File: src/rtl/mem_arbiter_pkg.sv
// Shared definitions for the I/D memory arbiter: FSM and owner encodings plus
// the default memory latency and cache block geometry.
package mem_arbiter_pkg;

    typedef enum logic [1:0] {
        IDLE  = 2'd0,
        ISSUE = 2'd1,
        WAIT  = 2'd2,
        WRITE = 2'd3
    } state_t;

    typedef enum logic {
        OWN_I = 1'b0,
        OWN_D = 1'b1
    } owner_t;

    localparam int DEF_MEM_LAT   = 4;
    localparam int DEF_BLK_WORDS = 8;
    localparam int WORD_IDX_W    = 3;

endpackage

File: src/rtl/mem_arbiter.sv
// Arbitrates I-cache block fills, D-cache block fills and D-side write-through
// onto a single pipelined memory port; the D side has fixed priority.
module mem_arbiter
    import mem_arbiter_pkg::*;
#(
    parameter int MEM_LAT   = DEF_MEM_LAT,
    parameter int BLK_WORDS = DEF_BLK_WORDS
) (
    input  logic                  clk,
    input  logic                  rst,
    input  logic                  i_req,
    input  logic [15:0]           i_addr,
    input  logic                  d_req,
    input  logic                  d_we,
    input  logic [15:0]           d_addr,
    input  logic [15:0]           d_wdata,
    output logic                  i_fill_valid,
    output logic                  d_fill_valid,
    output logic [WORD_IDX_W-1:0] fill_word,
    output logic [15:0]           fill_data,
    output logic                  i_done,
    output logic                  d_done,
    output logic                  mem_en,
    output logic                  mem_wr,
    output logic [15:0]           mem_addr,
    output logic [15:0]           mem_wdata,
    input  logic [15:0]           mem_rdata,
    input  logic                  mem_valid
);

    // The word index field in mem_addr is fixed at three bits, so blocks of
    // more than eight words cannot be addressed.
    if (MEM_LAT < 0 || BLK_WORDS < 2 || BLK_WORDS > 8) begin : g_param_check
        $error("mem_arbiter: unsupported MEM_LAT or BLK_WORDS");
    end

    localparam logic [WORD_IDX_W-1:0] LAST_WORD = WORD_IDX_W'(BLK_WORDS - 1);

    state_t                  state, state_nxt;
    owner_t                  owner, owner_nxt;
    logic [15:0]             addr_q, addr_nxt;
    logic [15:0]             wdata_q, wdata_nxt;
    logic [WORD_IDX_W-1:0]   issue_cnt, issue_nxt;
    logic [WORD_IDX_W-1:0]   ret_cnt, ret_nxt;

    always_ff @(posedge clk or posedge rst) begin
        if (rst) begin
            state     <= IDLE;
            owner     <= OWN_I;
            addr_q    <= '0;
            wdata_q   <= '0;
            issue_cnt <= '0;
            ret_cnt   <= '0;
        end else begin
            state     <= state_nxt;
            owner     <= owner_nxt;
            addr_q    <= addr_nxt;
            wdata_q   <= wdata_nxt;
            issue_cnt <= issue_nxt;
            ret_cnt   <= ret_nxt;
        end
    end

    always_comb begin
        state_nxt    = state;
        owner_nxt    = owner;
        addr_nxt     = addr_q;
        wdata_nxt    = wdata_q;
        issue_nxt    = issue_cnt;
        ret_nxt      = ret_cnt;
        mem_en       = 1'b0;
        mem_wr       = 1'b0;
        mem_addr     = '0;
        mem_wdata    = '0;
        i_fill_valid = 1'b0;
        d_fill_valid = 1'b0;
        fill_word    = '0;
        i_done       = 1'b0;
        d_done       = 1'b0;

        unique case (state)
            IDLE: begin
                issue_nxt = '0;
                ret_nxt   = '0;
                if (d_req) begin
                    owner_nxt = OWN_D;
                    addr_nxt  = d_addr;
                    wdata_nxt = d_wdata;
                    state_nxt = d_we ? WRITE : ISSUE;
                end else if (i_req) begin
                    owner_nxt = OWN_I;
                    addr_nxt  = i_addr;
                    state_nxt = ISSUE;
                end
            end
            ISSUE: begin
                mem_en    = 1'b1;
                mem_addr  = {addr_q[15:4], issue_cnt, 1'b0};
                issue_nxt = issue_cnt + 1'b1;
                if (issue_cnt == LAST_WORD) begin
                    state_nxt = WAIT;
                end
            end
            WAIT: begin
            end
            WRITE: begin
                mem_en    = 1'b1;
                mem_wr    = 1'b1;
                mem_addr  = addr_q;
                mem_wdata = wdata_q;
                d_done    = 1'b1;
                state_nxt = IDLE;
            end
            default: begin
                state_nxt = IDLE;
            end
        endcase

        // Returns are accepted while issues are still going out, so the last
        // return may close the operation from either ISSUE or WAIT.
        if ((state == ISSUE || state == WAIT) && mem_valid) begin
            fill_word = ret_cnt;
            ret_nxt   = ret_cnt + 1'b1;
            if (owner == OWN_D) begin
                d_fill_valid = 1'b1;
            end else begin
                i_fill_valid = 1'b1;
            end
            if (ret_cnt == LAST_WORD) begin
                state_nxt = IDLE;
                if (owner == OWN_D) begin
                    d_done = 1'b1;
                end else begin
                    i_done = 1'b1;
                end
            end
        end
    end

    assign fill_data = rst ? '0 : mem_rdata;

endmodule

File: config.mk
export PLATFORM = sky130hd
export DESIGN_NAME = mem_arbiter
export DESIGN_NICKNAME = d
export VERILOG_FILES = /design/src/rtl/mem_arbiter_pkg.sv /design/src/rtl/mem_arbiter.sv
export SDC_FILE = /design/constraint.sdc
export NUM_CORES = 1
export LEC_CHECK = 0
export ABC_AREA = 1
export CORE_MARGIN = 3
export CORE_UTILIZATION = 40
export DETAILED_ROUTE_END_ITERATION = 10
export HOLD_SLACK_MARGIN = 0.06
export PLACE_DENSITY = 0.92
export SLEW_MARGIN = 20
export SYNTH_ARGS = -nofsm -noshare
export SYNTH_HDL_FRONTEND = slang
export SYNTH_SLANG_ARGS = --single-unit
export TNS_END_PERCENT = 100
File: constraint.sdc
create_clock -name clk -period 2.3 [get_ports clk]
set_input_delay 0.46 -clock clk [delete_from_list [all_inputs] [get_ports clk]]
set_output_delay 0.46 -clock clk [all_outputs]
set_load 0.01 [all_outputs]
==> run metrics, run 1 <==
# fillers just under 500; WL final slightly below 7000 um; HP Class reg2reg; vias in the first global route ~2400; initial DRC count around 100; commonest cells in the netlist 98 x nand2_1, 78 x inv_1, 41 x dfrtp_1, 36 x nor2_1, 32 x o21ai_0; largest net degree at the start of global routing 35; Yosys reg bits 41; Cells after Synth roughly 350; clock share of power 0.147; Post-synth EDFFs 0; total CTS buffers 5; Switch Pwr between 0.001 and 0.0015 W; Pwr Total 0.003724 W; Worst setup EP type primary output; Yosys top cell by area dfrtp_1; Worst Max-Slew Pin Slew 0.6864 ns; Die H 84.30 um; Reg clk slew, reported paths 0.07 ns; core area 5709 um2; peak supply drop 491.2 uV; RSZ-0062 raised after global routing false; DR vias 2508; syn_area_per_cell 7.027 um2; Data required, critical path about 1.8 ns; Row Count 27; Post-DP HPWL 5363 um; setup skew after layout 0.006779 ns; switching part of the total 0.3898; Total Nets Final 555; Main synth FF type dfrtp_1; Initial Utilization 0.4295; outcome completed; Clock Tree Buf Depth 2; n_diodes 0; most frequent cell after synthesis nand2_1; placed cell count between 500 and 600; fraction of registers with async set or reset after synthesis 1.000; min cycle time layout 2.208 ns; first-pass GRT wire length 10940 um; Pleak around 2.2 nW; Synth top area share 0.4184; multi-input logic area 1028 um2; Die X 84.30 um; Mapped Area roughly 2500 um2; Synthesized Nets around 430; Total GRT Usage 0.1869; CP Data Arrival Time between 1.5 and 2 ns; final core occ 0.6868; Cell Pwr Density 949.6 nW/um2; FF/Latch Area 1026 um2; Die ar. 7106 um2; nature of the critical path startpoint input pin; Sinks on Clock Net 41; Placer Congestion about 0.83; Skew-Pair Late Insertion Delay 0.29 ns; Layout area overhead 59.90%; # setup viols final 0; gr ovfl total 0; Port Buffer Count approximately 130; Final Hold Viols 0; routed len/inst 12.26 um; antenna violations before repair 0; largest cells by area after synthesis dfrtp_1 42%, nand2_1 15%, inv_1 12%, o21ai_0 6.5%, nor2_1 5.5%; CTS tree yes; final period utilization 0.9598; # DRC 0; sequential-to-total area share from yosys stat 0.4184; H-Tree Depth 2; Max-slew headroom 0.5396; ratio of cells with drive above 1 in the final layout 0.07338; post-synthesis cell type count 17; DRT antenna net count 0; synth warn 0; 1st-pass router iterations 4; final non-filler cell total approximately 550; Flop pwr share 0.327; Post-CTS Hold Buffers 0; Ports 127; max-slew violations 0; class of the most critical setup path in2out; clk root buf clkbuf_8; fmax 453.0 MHz; Logic pwr share 0.526; vias per cell around 4.6; Max FO, Critical Path 17; P_int 0.002272 W; total of max-cap violations 0
-- metal layers --
metal  wire [um]  GRT usage  part of all wire  vias up
li1            -          -                 -     1286
met1        2664     0.2076              0.40     1137
met2        3608     0.3544              0.54       78
met3         409    0.05005             0.061        7
met5           0          0                 0        -
met4          51    0.03947            0.0076        0
-- what timing repair did --
action | 4_1_cts | 5_1_grt
endpoints found under the setup margin | 26 | 22
buffers inserted | 1 | 0
gates resized for setup | 14 | 10
-- worst max-delay path: stages --
cell and delay (ns):
clkdlybuf4s50_1 0.41, buf_4 0.19, nor2_1 0.12, clkdlybuf4s50_1 0.55
-- through the flow --
stage / cell area, um2 / hold WS (ns) / setup slack [ns] / TNS, ns
2_1_floorplan: 2452 / 0.4417 / 0.3644 / 0
3_3_place_gp: 3777 / 0.4551 / 0.009172 / 0
3_5_place_dp: 3777 / 0.4593 / -0.04569 / -0.04569
4_1_cts: 3886 / 0.4774 / 0.002579 / 0
5_1_grt: 3921 / 0.5063 / 0.008073 / 0
6_report: 3921 / 0.4746 / 0.09249 / 0
-- cells by family after synthesis --
family | synth area share
flip-flops | 0.4184
buffers and inverters | 0.1684
AO/OA/AOI/OAI | 0.1138
AND/OR/NAND/NOR | 0.2587
adder cells (fa/ha/maj) | 0.04082
-- placed cells by master, fill, tap and decap left out, drive strengths merged, types with 5 or more instances in the layout --
master | Yosys | routed
o21ai | 32 | 32
dlymetal6s2s | 0 | 6
ha | 8 | 8
nand2 | 99 | 99
inv | 79 | 78
dlygate4sd2 | 0 | 8
buf | 16 | 13
clkbuf | 1 | 5
nand3 | 17 | 17
nor2 | 38 | 38
dfrtp | 41 | 41
a21oi | 16 | 16
clkdlybuf4s50 | 0 | 110
-- final cells by class --
| cell class | instances | share of cell area |
|---|---|---|
| Clock buffer | 5 | 0.01755 |
| Clock inverter | 2 | 0.008934 |
| Inverter | 79 | 0.07562 |
| Multi-Input combinational cell | 212 | 0.2623 |
| Sequential cell | 41 | 0.2616 |
| Tap cell | 72 | 0.02297 |
| Timing Repair Buffer | 138 | 0.3510 |
-- state kept, by name, indices dropped and copies added (netlist names) --
register   count
issue_cnt      3
ret_cnt        3
state          2
addr_q        16
owner          1
wdata_q       16
-- power groups by stage --
| stage | Sequential [W] | Clock (W) | Combinational (W) |
|---|---|---|---|
| floorplan | 0.00119 | 0 | 0.00116 |
| global placement | 0.00122 | 0 | 0.00187 |
| detailed placement | 0.00124 | 0 | 0.00194 |
| CTS | 0.00122 | 0.000559 | 0.00196 |
| global route | 0.00125 | 0.000606 | 0.00218 |
| finish | 0.00122 | 0.000546 | 0.00196 |
-- worst paths after layout --
path	startpoint	to	slack (ns)	depth (start not counted)
setup / recovery	rst	fill_data[1]	0.09	4
hold / removal	wdata_q[9]	wdata_q[9]	0.47	2
setup reg to reg	state[0]	wdata_q[1]	0.78	6
hold reg to reg	wdata_q[9]	wdata_q[9]	0.47	2
max in group asynchronous	rst	wdata_q[7]	1.08	4
min in group asynchronous	rst	addr_q[7]	0.72	3
Note: power is estimated with default switching activity, not from simulation.
==> inputs of run 2 (changes only) <==
ABC_AREA = 0   (was 1)
CTS_BUF_LIST = sky130_fd_sc_hd__clkbuf_2 sky130_fd_sc_hd__clkbuf_4 sky130_fd_sc_hd__clkbuf_8   (was unset)
CTS_CLUSTER_DIAMETER = 100   (was unset)
PLACE_DENSITY = 0.94   (was 0.92)
==> run metrics, run 2 <==
Die H 81.58 um (was 84.30 um); 1st-pass router iterations 4 (unchanged); Post-synth EDFFs 0 (unchanged); core area 5303 um2 (was 5709 um2); hold path startpoint addr_q[0] (was wdata_q[9]); largest net degree at the start of global routing 33 (was 35); total of max-cap violations 0 (unchanged); class of the most critical setup path reg2out (was in2out); Placer Congestion 0.7323 (was 0.8331); Placed Instance Area 3657 um2 (was 3777 um2); Row Count 26 (was 27); Worst setup EP type primary output (unchanged); Max-slew headroom 0.6162 (was 0.5396); Synthesized Nets 295 (was 427); routed len/inst 14.47 um (was 12.26 um); Total Nets Final 431 (was 555); Clock Tree Buf Depth 2 (unchanged); total CTS buffers 5 (unchanged); CTS tree yes (unchanged); # setup viols final 0 (unchanged); gr ovfl total 0 (unchanged); RSZ-0062 raised after global routing true (was false); largest registers addr_q x16, wdata_q x16 (unchanged); Port Buffer Count 126 (unchanged); most common cell after layout, fill and taps aside clkdlybuf4s50_1 (unchanged); post-route cell area 3816 um2 (was 3921 um2); commonest cells in the netlist 41 x dfrtp_1, 26 x and2_1, 23 x nand2_1, 21 x o21ai_0, 20 x nor2b_1 (was 98 x nand2_1, 78 x inv_1, 41 x dfrtp_1, 36 x nor2_1, 32 x o21ai_0); max-slew violations 0 (unchanged); Final Hold Slack 0.4769 ns (was 0.4746 ns); nature of the critical path startpoint flip-flop (was input pin); fmax 440.8 MHz (was 453.0 MHz); Cells after Synth 217 (was 349); Yosys top cell by area dfrtp_1 (unchanged); antenna violations before repair 0 (unchanged); clk root buf clkbuf_8 (unchanged); Cell Pwr Density 953.6 nW/um2 (was 949.6 nW/um2); largest cells by area after synthesis dfrtp_1 45%, mux2i_1 7.4%, and2_1 7.1%, mux2_4 5.9%, nor2b_1 5.5% (was dfrtp_1 42%, nand2_1 15%, inv_1 12%, o21ai_0 6.5%, nor2_1 5.5%); H-Tree Depth 2 (unchanged); sequential-to-total area share from yosys stat 0.4491 (was 0.4184); outcome completed (unchanged); CP Data Arrival Time 1.81 ns (was 1.75 ns); setup skew after layout 0.008206 ns (was 0.006779 ns); most frequent cell after synthesis dfrtp_1 (was nand2_1); ratio of cells with drive above 1 in the final layout 0.1356 (was 0.07338); final core occ 0.7197 (was 0.6868); first-pass GRT wire length 9535 um (was 10940 um); Initial Utilization 0.4309 (was 0.4295); worst hold path depth 2 (unchanged); # DRC 0 (unchanged); Worst Max-Slew Pin Slew 0.5722 ns (was 0.6864 ns); Skew-Pair Late Insertion Delay 0.28 ns (was 0.29 ns); Ports 127 (unchanged); final period utilization 0.9862 (was 0.9598); Max FO, Critical Path 7 (was 17); Pwr Total 0.003639 W (was 0.003724 W); Synth top area share 0.4491 (was 0.4184); initial DRC count 87 (was 104); Post-DP HPWL 4833 um (was 5363 um); DRT antenna net count 0 (unchanged); most frequent cells in the layout 112 x clkdlybuf4s50_1, 40 x dfrtp_1, 26 x and2_1 (was 110 x clkdlybuf4s50_1, 98 x nand2_1, 75 x inv_1); vias in the first global route 1992 (was 2374); Mapped Area 2285 um2 (was 2452 um2); DR vias 2043 (was 2508); Die X 81.58 um (was 84.30 um); post-synthesis cell type count 30 (was 17); min cycle time layout 2.268 ns (was 2.208 ns); HP Class reg2reg (unchanged); peak supply drop 534.3 uV (was 491.2 uV); WL final 6137 um (was 6733 um); synth warn 0 (unchanged); Yosys reg bits 41 (unchanged); syn_area_per_cell 10.53 um2 (was 7.027 um2); CP Launch Point state[0] (was rst); fraction of registers with async set or reset after synthesis 1.000 (unchanged); Sinks on Clock Net 41 (unchanged); n_diodes 0 (unchanged); TNS Setup 0 ns (unchanged); Data required, critical path 1.84 ns (about the same); Reg clk slew, reported paths 0.08 ns (was 0.07 ns); Total GRT Usage 0.1855 (was 0.1869); Main synth FF type dfrtp_1 (unchanged); Die ar. 6654 um2 (was 7106 um2); vias per cell 4.818 (was 4.568); Layout area overhead 67.03% (was 59.90%); Worst Reg-to-Reg Cells 5 (was 6); Final Hold Viols 0 (unchanged); Critical R2R Launch state[0] (unchanged); Pleak 1.845 nW (was 2.193 nW)
## run 2: metal layers
| layer | part of all wire | GRT usage | vias up |
|---|---|---|---|
| met5 | 0 | 0 | - |
| met4 | 0.011 | 0.04153 | 0 |
| met3 | 0.094 | 0.06031 | 8 |
| met2 | 0.51 | 0.3404 | 86 |
| met1 | 0.39 | 0.2084 | 947 |
| li1 | - | - | 1002 |
## run 2: path summary, 6_finish.rpt
path / end / slack [ns]
worst min register to register: addr_q[0] / 0.48
worst max register to register: addr_q[3] / 0.80
min in group asynchronous: wdata_q[6] / 0.68
worst max-delay path: d_fill_valid / 0.03
worst min-delay path: addr_q[0] / 0.48
max in group asynchronous: state[0] / 1.12
## run 2: critical path: stages (launching register included)
cell and delay [ns]:
dfrtp_2 0.42, inv_1 0.11, ha_4 0.31, and3_1 0.15, clkdlybuf4s50_1 0.53
## run 2: where the power goes
part           internal, W  switching (W)
Combinational      0.00109       0.000813
Sequential         0.00107       0.000198
Clock             0.000226       0.000245
## run 2: stage by stage
stage,std cells,worst slack (ns)
after floorplan,217,0.5136
after global routing,424,-0.04373
after global placement,412,0.07484
final,424,0.03165
after detailed placement,412,0.03241
after CTS,422,0.01863
## run 2: cells by family after synthesis
family / synth area share
buffers and inverters: 0.04436
multiplexers: 0.1681
AND/OR/NAND/NOR: 0.2185
AO/OA/AOI/OAI: 0.07612
adder cells (fa/ha/maj): 0.04381
flip-flops: 0.4491
## run 2: final cells by class
type,instances,area [um2]
inverters,5,18.77
repair buffers,142,1410
clock buffers,6,76.32
fillers,391,1486
flip-flops and latches,41,1027
clock inverters,2,15.01
well taps,70,87.58
multi-input cells,158,1181
## run 2: what timing repair did
action,in CTS,in global routing
buffers inserted,2,2
pin swaps,0,1
gates resized for setup,11,10
hold buffers,0,0
setup endpoints to repair,27,24
==> inputs of run 3 (changes only) <==
GPL_TIMING_DRIVEN = 0   (was unset)
==> run metrics, run 3 (synthesized netlist as in run 2, its figures left out) <==
CP Data Arrival Time 1.77 ns (was 1.81 ns); outcome completed (unchanged); first-pass GRT wire length 9735 um (was 9535 um); Sinks on Clock Net 41 (unchanged); antenna violations before repair 0 (unchanged); Total GRT Usage 0.1916 (was 0.1855); largest registers addr_q x16, wdata_q x16 (unchanged); Die ar. 6654 um2 (unchanged); min cycle time layout 2.233 ns (was 2.268 ns); Pwr Total 0.003744 W (was 0.003639 W); Reg clk slew, reported paths 0.08 ns (about the same); core area 5303 um2 (unchanged); P_int 0.002437 W (was 0.002383 W); clock share of power 0.140 (was 0.129); HP Class reg2reg (unchanged); Total Nets Final 435 (was 431); fmax 447.8 MHz (was 440.8 MHz); Worst Setup Slack, final 0.06703 ns (was 0.03165 ns); H-Tree Depth 2 (unchanged); Logic pwr share 0.520 (was 0.522); RSZ-0062 raised after global routing false (was true); max-slew violations 0 (unchanged); Layout area overhead 68.84% (was 67.03%); Row Count 26 (unchanged); total CTS buffers 5 (unchanged); # setup viols final 0 (unchanged); most frequent cells in the layout 98 x clkdlybuf4s50_1, 39 x dfrtp_1, 26 x and2_1 (was 112 x clkdlybuf4s50_1, 40 x dfrtp_1, 26 x and2_1); Initial Utilization 0.4309 (unchanged); # fillers 397 (was 391); Skew-Pair Late Insertion Delay 0.29 ns (was 0.28 ns); Port Buffer Count 125 (was 126); Cell Pwr Density 970.5 nW/um2 (was 953.6 nW/um2); switching part of the total 0.3491 (was 0.3451); gr ovfl total 0 (unchanged); Worst Max-Slew Pin Slew 0.4838 ns (was 0.5722 ns); Pleak 1.890 nW (was 1.845 nW); Flop pwr share 0.340 (was 0.348); initial DRC count 61 (was 87); final period utilization 0.9709 (was 0.9862); Max-slew headroom 0.6770 (was 0.6162); peak supply drop 528.2 uV (was 534.3 uV); worst hold path depth 2 (unchanged); ratio of cells with drive above 1 in the final layout 0.1536 (was 0.1356); Data required, critical path 1.84 ns (about the same); Placer Congestion 0.7502 (was 0.7323); Worst Reg-to-Reg Cells 6 (was 5); Post-DP HPWL 4863 um (was 4833 um); DP Worst Slack -0.2870 ns (was 0.03241 ns); Critical Path Slowest Stage Cell clkdlybuf4s50_1 (unchanged); vias per cell 4.869 (was 4.818); total of max-cap violations 0 (unchanged); Max FO, Critical Path 5 (was 7); final core occ 0.7275 (was 0.7197); most common cell after layout, fill and taps aside clkdlybuf4s50_1 (unchanged); Die X 81.58 um (unchanged); CTS tree yes (unchanged); clk root buf clkbuf_8 (unchanged); 1st-pass router iterations 4 (unchanged); nature of the critical path startpoint flip-flop (unchanged); DR vias 2084 (was 2043); routed len/inst 14.91 um (was 14.47 um); WL final 6381 um (was 6137 um); Worst setup EP type primary output (unchanged); Crit path largest cell delay 0.49 ns (was 0.53 ns); Die H 81.58 um (unchanged); # DRC 0 (unchanged); DRT antenna net count 0 (unchanged); post-route cell area 3857 um2 (was 3816 um2); n_diodes 0 (unchanged); setup skew after layout 0.003653 ns (was 0.008206 ns); Ports 127 (unchanged); class of the most critical setup path reg2out (unchanged); largest net degree at the start of global routing 22 (was 33); vias in the first global route 2049 (was 1992); Final Hold Viols 0 (unchanged); Switch Pwr 0.001307 W (was 0.001256 W); Clock Tree Buf Depth 2 (unchanged); TNS Setup 0 ns (unchanged); worst path cell trace buf_4 > ha_4 > nor2_2 > nor2b_1 > clkdlybuf4s50_1 (was inv_1 > ha_4 > and3_1 > clkdlybuf4s50_1); Placed Instance Area 3651 um2 (was 3657 um2)
[run 3: changes by cell type in the layout (fill, tap and decap cells not counted), sizes merged, moves of 2 or more]
cell	delta
dlygate4sd2	+17
clkdlybuf4s50	-14
clkbuf	+5
dlymetal6s2s	-4
clkinvlp	-2
inv	+2
[run 3: cell type report]
cell class | instances | area, um2 | share of cell area
flip-flops and latches | 41 | 1028 | 0.2666
well taps | 70 | 87.58 | 0.02271
plain buffers | 11 | 92.59 | 0.02400
inverters | 5 | 18.77 | 0.004865
clock buffers | 7 | 96.34 | 0.02498
clock inverters | 1 | 8.758 | 0.002271
multi-input cells | 158 | 1197 | 0.3104
repair buffers | 135 | 1328 | 0.3441
[run 3: what timing repair did]
item / in CTS / in global routing
pin swaps: 1 / 0
setup buffers: 4 / 5
endpoints found under the setup margin: 40 / 10
gates resized for setup: 40 / 6
hold buffers: 0 / 0
[run 3: power by group through the flow]
stage / Sequential [W] / Clock (W) / Combinational, W
finish: 0.00127 / 0.000522 / 0.00195
global route: 0.00132 / 0.000571 / 0.00213
CTS: 0.00128 / 0.000538 / 0.00188
detailed placement: 0.00130 / 0 / 0.00179
global placement: 0.00127 / 0 / 0.00174
floorplan: 0.00122 / 0 / 0.00106
[run 3: metal layers]
layer | up-vias | routed length (um) | global-route usage
met5 | - | 0 | 0
met4 | 0 | 40 | 0.04319
met3 | 5 | 648 | 0.07018
met2 | 84 | 3329 | 0.3591
met1 | 985 | 2363 | 0.2038
li1 | 1010 | - | -
[run 3: critical path: cells and delay by family (launching register included)]
kind	cells	cell delay (ns)
AND/OR/NAND/NOR	2	0.21
buffers and inverters	2	0.65
flip-flops	1	0.45
adder cells (fa/ha/maj)	1	0.18
[run 3: path summary, 6_finish.rpt]
path | start | end | slack [ns]
max | state[0] | mem_addr[15] | 0.07
min | addr_q[11] | addr_q[11] | 0.48
max reg2reg | state[0] | wdata_q[10] | 0.75
min reg2reg | addr_q[11] | addr_q[11] | 0.48
max in group asynchronous | rst | state[1] | 1.20
min in group asynchronous | rst | ret_cnt[2] | 0.63
[run 3: metrics by stage]
step,std cells,hold WS (ns)
after global placement,412,0.4525
final,428,0.4768
after floorplan,217,0.4418
after detailed placement,413,0.4654
after global routing,428,0.5021
after CTS,423,0.4827
